===== config.mk =====
export PLATFORM = sky130hd
export DESIGN_NAME = uart_recv
export DESIGN_NICKNAME = d
export VERILOG_FILES = /design/src/rtl/uart_pkg.sv /design/src/rtl/uart_sync2.sv /design/src/rtl/uart_recv.sv
export SDC_FILE = /design/constraint.sdc
export NUM_CORES = 1
export LEC_CHECK = 0
export ABC_AREA = 1
export BUFFER_PORTS_ARGS = -buffer_cell sky130_fd_sc_hd__buf_2
export CAP_MARGIN = 25
export CORE_MARGIN = 3
export CORE_UTILIZATION = 28
export DETAILED_ROUTE_END_ITERATION = 8
export PLACE_DENSITY_LB_ADDON = 0.15
export SLEW_MARGIN = 20
export SYNTH_ARGS = -nofsm -noshare
export SYNTH_HDL_FRONTEND = slang
export SYNTH_SLANG_ARGS = --single-unit

===== constraint.sdc =====
create_clock -name clk -period 1.35 [get_ports clk]
set_input_delay 0.0675 -clock clk [delete_from_list [all_inputs] [get_ports clk]]
set_output_delay 0.0675 -clock clk [all_outputs]
set_load 0.005 [all_outputs]

===== src/rtl/uart_pkg.sv =====
// uart_pkg: receiver state encodings and the default baud divisor shared with the transmitter.
package uart_pkg;
  localparam int BAUD_CNT_MAX_DEFAULT = 10416;
  typedef enum logic [2:0] {
    IDLE,
    START,
    DATA,
    PARITY,
    STOP
  } state_t;
endpackage


===== src/rtl/uart_sync2.sv =====
// uart_sync2: two-flop synchronizer for a 1-bit asynchronous input, flops reset to 1.
module uart_sync2 (
  input  logic clk,
  input  logic rst,
  input  logic d,
  output logic q
);
  logic [1:0] s_q, s_d;
  always_comb s_d = {s_q[0], d};
  always_ff @(posedge clk) s_q <= rst ? 2'b11 : s_d;
  assign q = s_q[1];
endmodule


===== src/rtl/uart_recv.sv =====
// uart_recv: 8N1 UART receiver sampling mid-bit; define UART_RECV_PARITY_EN to add an even-parity bit.
module uart_recv
  import uart_pkg::*;
#(
  parameter int BAUD_CNT_MAX = BAUD_CNT_MAX_DEFAULT
) (
  input  logic       clk,
  input  logic       rst,
  input  logic       din,
  output logic       valid,
  output logic [7:0] data,
  output logic       err,
  output logic       busy
);
  localparam int CW = $clog2(BAUD_CNT_MAX + 2);
  typedef logic [CW-1:0] cnt_t;
  localparam cnt_t LAST = cnt_t'(BAUD_CNT_MAX);
  localparam cnt_t HALF = cnt_t'(BAUD_CNT_MAX / 2);
  state_t state_q, state_d;
  cnt_t baud_cnt_q, baud_cnt_d;
  logic [2:0] bit_cnt_q, bit_cnt_d;
  logic [7:0] shift_q, shift_d, data_q, data_d;
  logic valid_q, valid_d, err_q, err_d, din_prev_q, din_prev_d;
  logic din_s, at_last, at_half, fall, par_ok;

  uart_sync2 u_sync (.clk(clk), .rst(rst), .d(din), .q(din_s));

  assign at_last = baud_cnt_q == LAST;
  assign at_half = baud_cnt_q == HALF;
  assign fall    = din_prev_q & ~din_s;

`ifdef UART_RECV_PARITY_EN
  localparam state_t AFTER_DATA = PARITY;
  logic par_q, par_d;
  always_comb par_d = (state_q == PARITY && at_last) ? din_s : par_q;
  always_ff @(posedge clk) par_q <= rst ? 1'b0 : par_d;
  assign par_ok = ~^{shift_q, par_q};
`else
  localparam state_t AFTER_DATA = STOP;
  assign par_ok = 1'b1;
`endif

  always_ff @(posedge clk) state_q <= rst ? IDLE : state_d;

  always_comb begin
    state_d = state_q;
    case (state_q)
      IDLE:   if (fall) state_d = START;
      START:  if (at_half) state_d = din_s ? IDLE : DATA;
      DATA:   if (at_last && bit_cnt_q == 3'd7) state_d = AFTER_DATA;
`ifdef UART_RECV_PARITY_EN
      PARITY: if (at_last) state_d = STOP;
`endif
      STOP:   if (at_last) state_d = IDLE;
      default: state_d = IDLE;
    endcase
  end

  always_comb begin
    baud_cnt_d = (state_q == IDLE || (state_q == START && at_half) || at_last) ? '0 : baud_cnt_q + cnt_t'(1);
    bit_cnt_d  = state_q == IDLE ? 3'd0 : (state_q == DATA && at_last) ? bit_cnt_q + 3'd1 : bit_cnt_q;
    shift_d    = shift_q;
    if (state_q == DATA && at_last) shift_d[bit_cnt_q] = din_s;
    valid_d    = state_q == STOP && at_last && din_s && par_ok;
    err_d      = state_q == STOP && at_last && !(din_s && par_ok);
    data_d     = valid_d ? shift_q : data_q;
    din_prev_d = din_s;
  end

  always_ff @(posedge clk) begin
    if (rst) begin
      baud_cnt_q <= '0;
      bit_cnt_q  <= '0;
      shift_q    <= '0;
      data_q     <= '0;
      valid_q    <= 1'b0;
      err_q      <= 1'b0;
      din_prev_q <= 1'b1;
    end else begin
      baud_cnt_q <= baud_cnt_d;
      bit_cnt_q  <= bit_cnt_d;
      shift_q    <= shift_d;
      data_q     <= data_d;
      valid_q    <= valid_d;
      err_q      <= err_d;
      din_prev_q <= din_prev_d;
    end
  end

  always_comb begin
    busy  = state_q != IDLE;
    valid = valid_q;
    err   = err_q;
    data  = data_q;
  end
endmodule


### Word-level counts from Yosys, hierarchy flattened

Cells that the tools add are included.
W data, S select, Z words.

| storage, ports and cells | value |
|---|---|
| flip-flop bits (word level) | 41 |
| bits in latches | 0 |
| bits in writable memories | 0 |
| memory bits (read-only) | 0 |
| input bits | 3 |
| output and inout port bits | 11 |
| logic and storage cells | 49 |
| memories kept | 0 |

| cells by class | value |
|---|---|
| add/subtract/negate cells | 2 |
| multiply operators | 0 |
| divide/modulo/power cells | 0 |
| order comparisons | 2 |
| eq/ne operators | 10 |
| shift operators | 0 |
| muxes and demuxes | 9 |
| bitwise operators | 2 |
| reductions and logical operators | 15 |

Operator list:

| operator | number |
|---|---|
| $add A14 B1 Y14 const B | 1 |
| $eq A14 B13 Y1 const B | 1 |
| $eq A14 B14 Y1 const B | 1 |
| $mux W3 | 4 |
| $pmux W3 S4 | 1 |
| $bwmux W8 | 1 |
| $ne A2 B2 Y1 const B | 4 |
| $logic_and A1 B1 Y1 | 7 |
| $eq A3 B3 Y1 const B | 2 |
| $lt A3 B4 Y1 const B | 1 |
| $reduce_and A4 Y1 | 1 |
| $reduce_or A2 Y1 | 2 |
| $add A3 B1 Y3 const B | 1 |
| $demux W1 S3 | 1 |
| $eq A3 B1 Y1 const B | 1 |
| $eq A3 B2 Y1 const B | 1 |
| $ge A3 B1 Y1 const B | 1 |
| $logic_not A3 Y1 | 1 |
| $reduce_bool A3 Y1 | 1 |
| $logic_or A1 B1 Y1 | 2 |
| $mux W2 | 1 |
| $and A1 B1 Y1 | 1 |
| $logic_not A1 Y1 | 1 |
| $mux W1 | 1 |
| $not A1 Y1 | 1 |

### Depth between registers and ports, before layout

| logic depth | value |
|---|---|
| depth in word-level cells | 5 |
| mapped depth | 11 |
| depth with buffers taken out | 11 |

### Modules after synthesis

Synthesis repeated with hierarchy kept, for this count alone.

| unflattened totals | value |
|---|---|
| cell total of the unflattened synthesis | 260 |
| area total of the unflattened synthesis | 1928.1 µm² |

Modules (own cells, without submodules):

| module | times used | cells each | area an instance (µm²) | sequential area each (µm²) |
|---|---|---|---|---|
| uart_recv | 1 | 253 | 1869.3 | 780.7 |
| uart_sync2 | 1 | 7 | 58.8 | 40.0 |

### Worst setup path before layout

Ideal clock, no wire load.

| timing | value |
|---|---|
| path kind | register -> register |
| start point | reg baud_cnt_q[0] |
| end point | reg baud_cnt_q[10] |
| library setup time | 120 ps |
| arrival | 1359 ps |
| required time | 1230 ps |
| slack | -128 ps |
| stages on the path, launching flop included | 9 |
| path buffers | 1 |
| period minus slack after synthesis | 1478 ps |
| path through | dfxtp_1 > inv_1 > ha_1 > nand2_1 > nor4_1 > nand2_1 > nand3_1 > buf_2 > a21oi_1 |

| between the ends | value |
|---|---|
| word-level cells in the longest chain between the ends | 5 |
| elaborated cells on any way between the ends | 7 |
| classes of those cells | 1 x add/sub; 2 x eq/ne; 4 x reduce/logical |

RTL lines:

| what | line | RTL |
|---|---|---|
| start, declared | uart_recv.sv:20 | `cnt_t baud_cnt_q, baud_cnt_d;` |
| start signal, assigned | uart_recv.sv:80 | `baud_cnt_q <= baud_cnt_d;` |
| parallel branches: the longest is 5 deep, another holds $add A14 B1 Y14 | n/a |  |

Several ways; the timed one is not identified.
A chain may end at the register's enable or synchronous reset.

### Worst setup path after layout

| timing | value |
|---|---|
| start point | reg baud_cnt_q[0] |
| end point | reg shift_q[5] |

| between the ends | value |
|---|---|
| word-level cells in the longest chain between the ends | 2 |

RTL lines:

| what | line | RTL |
|---|---|---|
| $eq A14 B14 Y1 | uart_recv.sv:28 | `assign at_last = baud_cnt_q == LAST;` |
| $logic_and A1 B1 Y1 | uart_recv.sv:63 | `if (state_q == DATA && at_last) shift_d[bit_cnt_q] = din_s;` |
| end signal, assigned | uart_recv.sv:82 | `shift_q <= shift_d;` |
| end, declared | uart_recv.sv:22 | `logic [7:0] shift_q, shift_d, data_q, data_d;` |

No other way between the ends.

==> impl_metrics.yaml <==
outcome:
  outcome: "finished with violations"
  violations: "negative setup slack"
synth:
  synth_area_leaders: "dfxtp_1 43%, nand2_1 10%, a21oi_1 7.6%"
  synth_xor_area_frac: 0.00915
  synthSimpleGateAreaFrac: 0.322
  synth-compound-area-share: 0.114
  synth_area_leader_cell: "dfxtp_1"
  synth_mux_area_frac: 0
  yosysWarnings: 0
  synth_top_family_by_area: "simple AND/OR/NAND/NOR gates"
  ys_types: 22
  post_synth.cell_area_avg_um2: 7.09
  netlist.area_leader.share: 0.429
  syn_area_um2: 1910
  netlist_instances: 270
  synth_seq_cells: 41
  syn-num-nets: 277
  synth-adder-area-share: 0.0261
  ys_seq_area_frac: 0.429
power:
  pwr_density_cell_nw_per_um2: 1260
  ir_worst_vdd_v: 0.000463
  p_leak_nw: 1.12
sta:
  fin_ws_ns: -0.0884
  setup_viol_count_final: 36
  max_freq_ghz: 0.695
  fin_crit_ns: 1.44
  slew_viol_final: 0
  rsz0062_at_grt: "yes"
  tightest_slew_ns: 0.329
  final-hold-violation-count: 0
  fin_crit_sh: 1.07
  finalClockSkew_ns: 0.00740
  maxSlewHeadroom: 0.779
critical_path:
  setup.worst_path.start_class: "flop"
  critical_path_arrival_ns: 1.64
  r2r_start: "baud_cnt_q[0]"
  path_cells: "inv_2, ha_4, buf_4, nand4_1, nor3_4, buf_12, nand2_1, nand2_1, a21oi_2"
  path_max_fanout: 17
  startpoint: "baud_cnt_q[0]"
  crit_path_end_kind: "flop"
  cp.required_ns: 1.55
  ff2ff_setup_slack_ns: -0.09
  slowest_delay_ns: 0.35
  crit_path_frequent_cell: "nand2_1"
  slowest_stage: "dfxtp_4"
  critical_path_class: "reg2reg"
layout:
  final_cell_mix: "48 x nand2_1, 40 x buf_4, 33 x dfxtp_1, 32 x inv_1, 20 x nor2_1"
  nets: 336
  antenna_cells: 0
  synthToLayoutAreaGrowth_pct: 47.5
  final_cells: 407
  drive_gt1_frac: 0.403
  fin_area_um2: 2820
  final_common_cell: "nand2_1"
routing:
  drt_wl_total_um: 5030
  drt_pass1_iterations: 4
  drc: 0
  vias: 1945
  avgRoutedWirePerCell_um: 12.4
  drtIter0Drc: 99
  viasPerCell: 4.78
  ant_nets: 0
global_routing:
  grt_max_degree: 18
  grt_pass1_wl_um: 8330
  antenna_found_initial: 0
  grtUsageTotal: 0.134
  grt_overflow_total: 0
  grt_pass1_vias: 1788
die:
  core_um2: 6490
  die_w_um: 88.7
  die_area_um2: 7870
  start_util: 0.295
  rows: 29
  die_y_um: 88.7
  ios: 14
clocking:
  cts_buffer_depth: 2
  worstSkewPairLatency_ns: 0.30
  cts_buffers: 5
  cts_tree: "yes"
  root_buffer: "clkbuf_8"
  clock_sinks: 41
  path_clk_slew_ns: 0.09
  htreeDepth: 2
placement:
  place.gp.congestion: 0.856
  placed_area_um2: 2370
  post-place-cells: 391
  dp_hpwl_um: 3540
  io_buffers: 13
worst_hold_path:
  min_path_type: "in2reg"
  hp-start: "rst"
job:
  cap_viol_max_count: 0
==> worst paths after layout <==
check                                     end  cells after the start
worst min-delay path               state_q[0]                      2
worst max register to register     shift_q[5]                      9
worst max-delay path               shift_q[5]                      9
worst min register to register  u_sync.s_q[1]                      1
==> metrics by stage <==
step / total power, mW / TNS (ns) / setup slack (ns) / hold slack [ns] / utilization
4_1_cts: 3.41 / -2.08 / -0.102 / 0.00909 / 0.401
2_1_floorplan: 1.76 / -0.341 / -0.0405 / 0.171 / -
5_1_grt: 3.76 / -6.17 / -0.235 / 0.0277 / 0.435
6_report: 3.56 / -2.42 / -0.0884 / 0.0149 / 0.435
3_3_place_gp: 2.10 / -3.32 / -0.197 / 0.255 / 0.365
3_5_place_dp: 2.10 / -3.53 / -0.189 / 0.252 / 0.365
==> flip-flops by register name (all words and copies together) (netlist names) <==
name / flops
baud_cnt_q: 14
bit_cnt_q: 3
data: 8
din_prev_q: 1
err: 1
shift_q: 8
state_q: 3
u_sync.s_q: 2
valid: 1
==> worst max-delay path, delay by kind of cell (launching register included) <==
family,cells,cell delay (ns)
simple gates,4,0.46
flops,1,0.35
buf+inv,3,0.33
fa+ha+maj,1,0.15
compound gates,1,0.05
==> kinds of logic (layout without fill, tap and decap cells) <==
family,Yosys count,count (layout)
buffers and inverters,46,106
AO/OA/AOI/OAI,43,43
flip-flops,41,41
adder cells (fa/ha/maj),4,4
XOR/XNOR,2,2
AND/OR/NAND/NOR,134,134
==> Yosys cell counts <==
cell      number
xor2_1         2
buf_2          1
o21ai_0       13
nand4_1        6
inv_1         37
or2_2          3
dfxtp_1       41
nor2_1        29
buf_6          2
a21oi_1       29
buf_4          1
nor3_1        11
nor3b_1        3
nor4_1         1
inv_2          3
ha_1           4
nor3_4         2
a21boi_1       1
nand3_1       25
nor3_2         1
clkbuf_1       2
nand2_1       53
==> timing repair <==
action,in CTS,in global routing
buffers inserted,2,4
gates resized for setup,22,45
pin swaps,11,8
gates cloned,0,1
hold buffers,1,0
setup endpoints to repair,38,38
endpoints found under the hold margin,1,0
==> metal layers <==
metal | global-route usage | up-vias | part of all wire
met1 | 0.187 | 904 | 0.50
met3 | 0.0335 | 8 | 0.037
met5 | 0 | - | 0
met4 | 0.0467 | 0 | 0.018
li1 | - | 998 | -
met2 | 0.200 | 35 | 0.44
==> report_power, final <==
part           total [mW]  internal [mW]  leakage (nW)  switching [mW]
Clock                1.21          0.745        0.0687           0.469
Sequential           1.32           1.28         0.335          0.0456
Combinational        1.03          0.491         0.720           0.537
Total                3.56           2.51          1.12            1.05
==> final cells by class <==
type	count	area [um^2]
clock buffers	5	68.8
inverters	40	150
fillers	647	3670
clock inverters	3	68.8
repair buffers	58	452
well taps	77	96.3
flip-flops and latches	41	833
multi-input cells	183	1150
No activity file was read; power rests on OpenSTA's default activity.
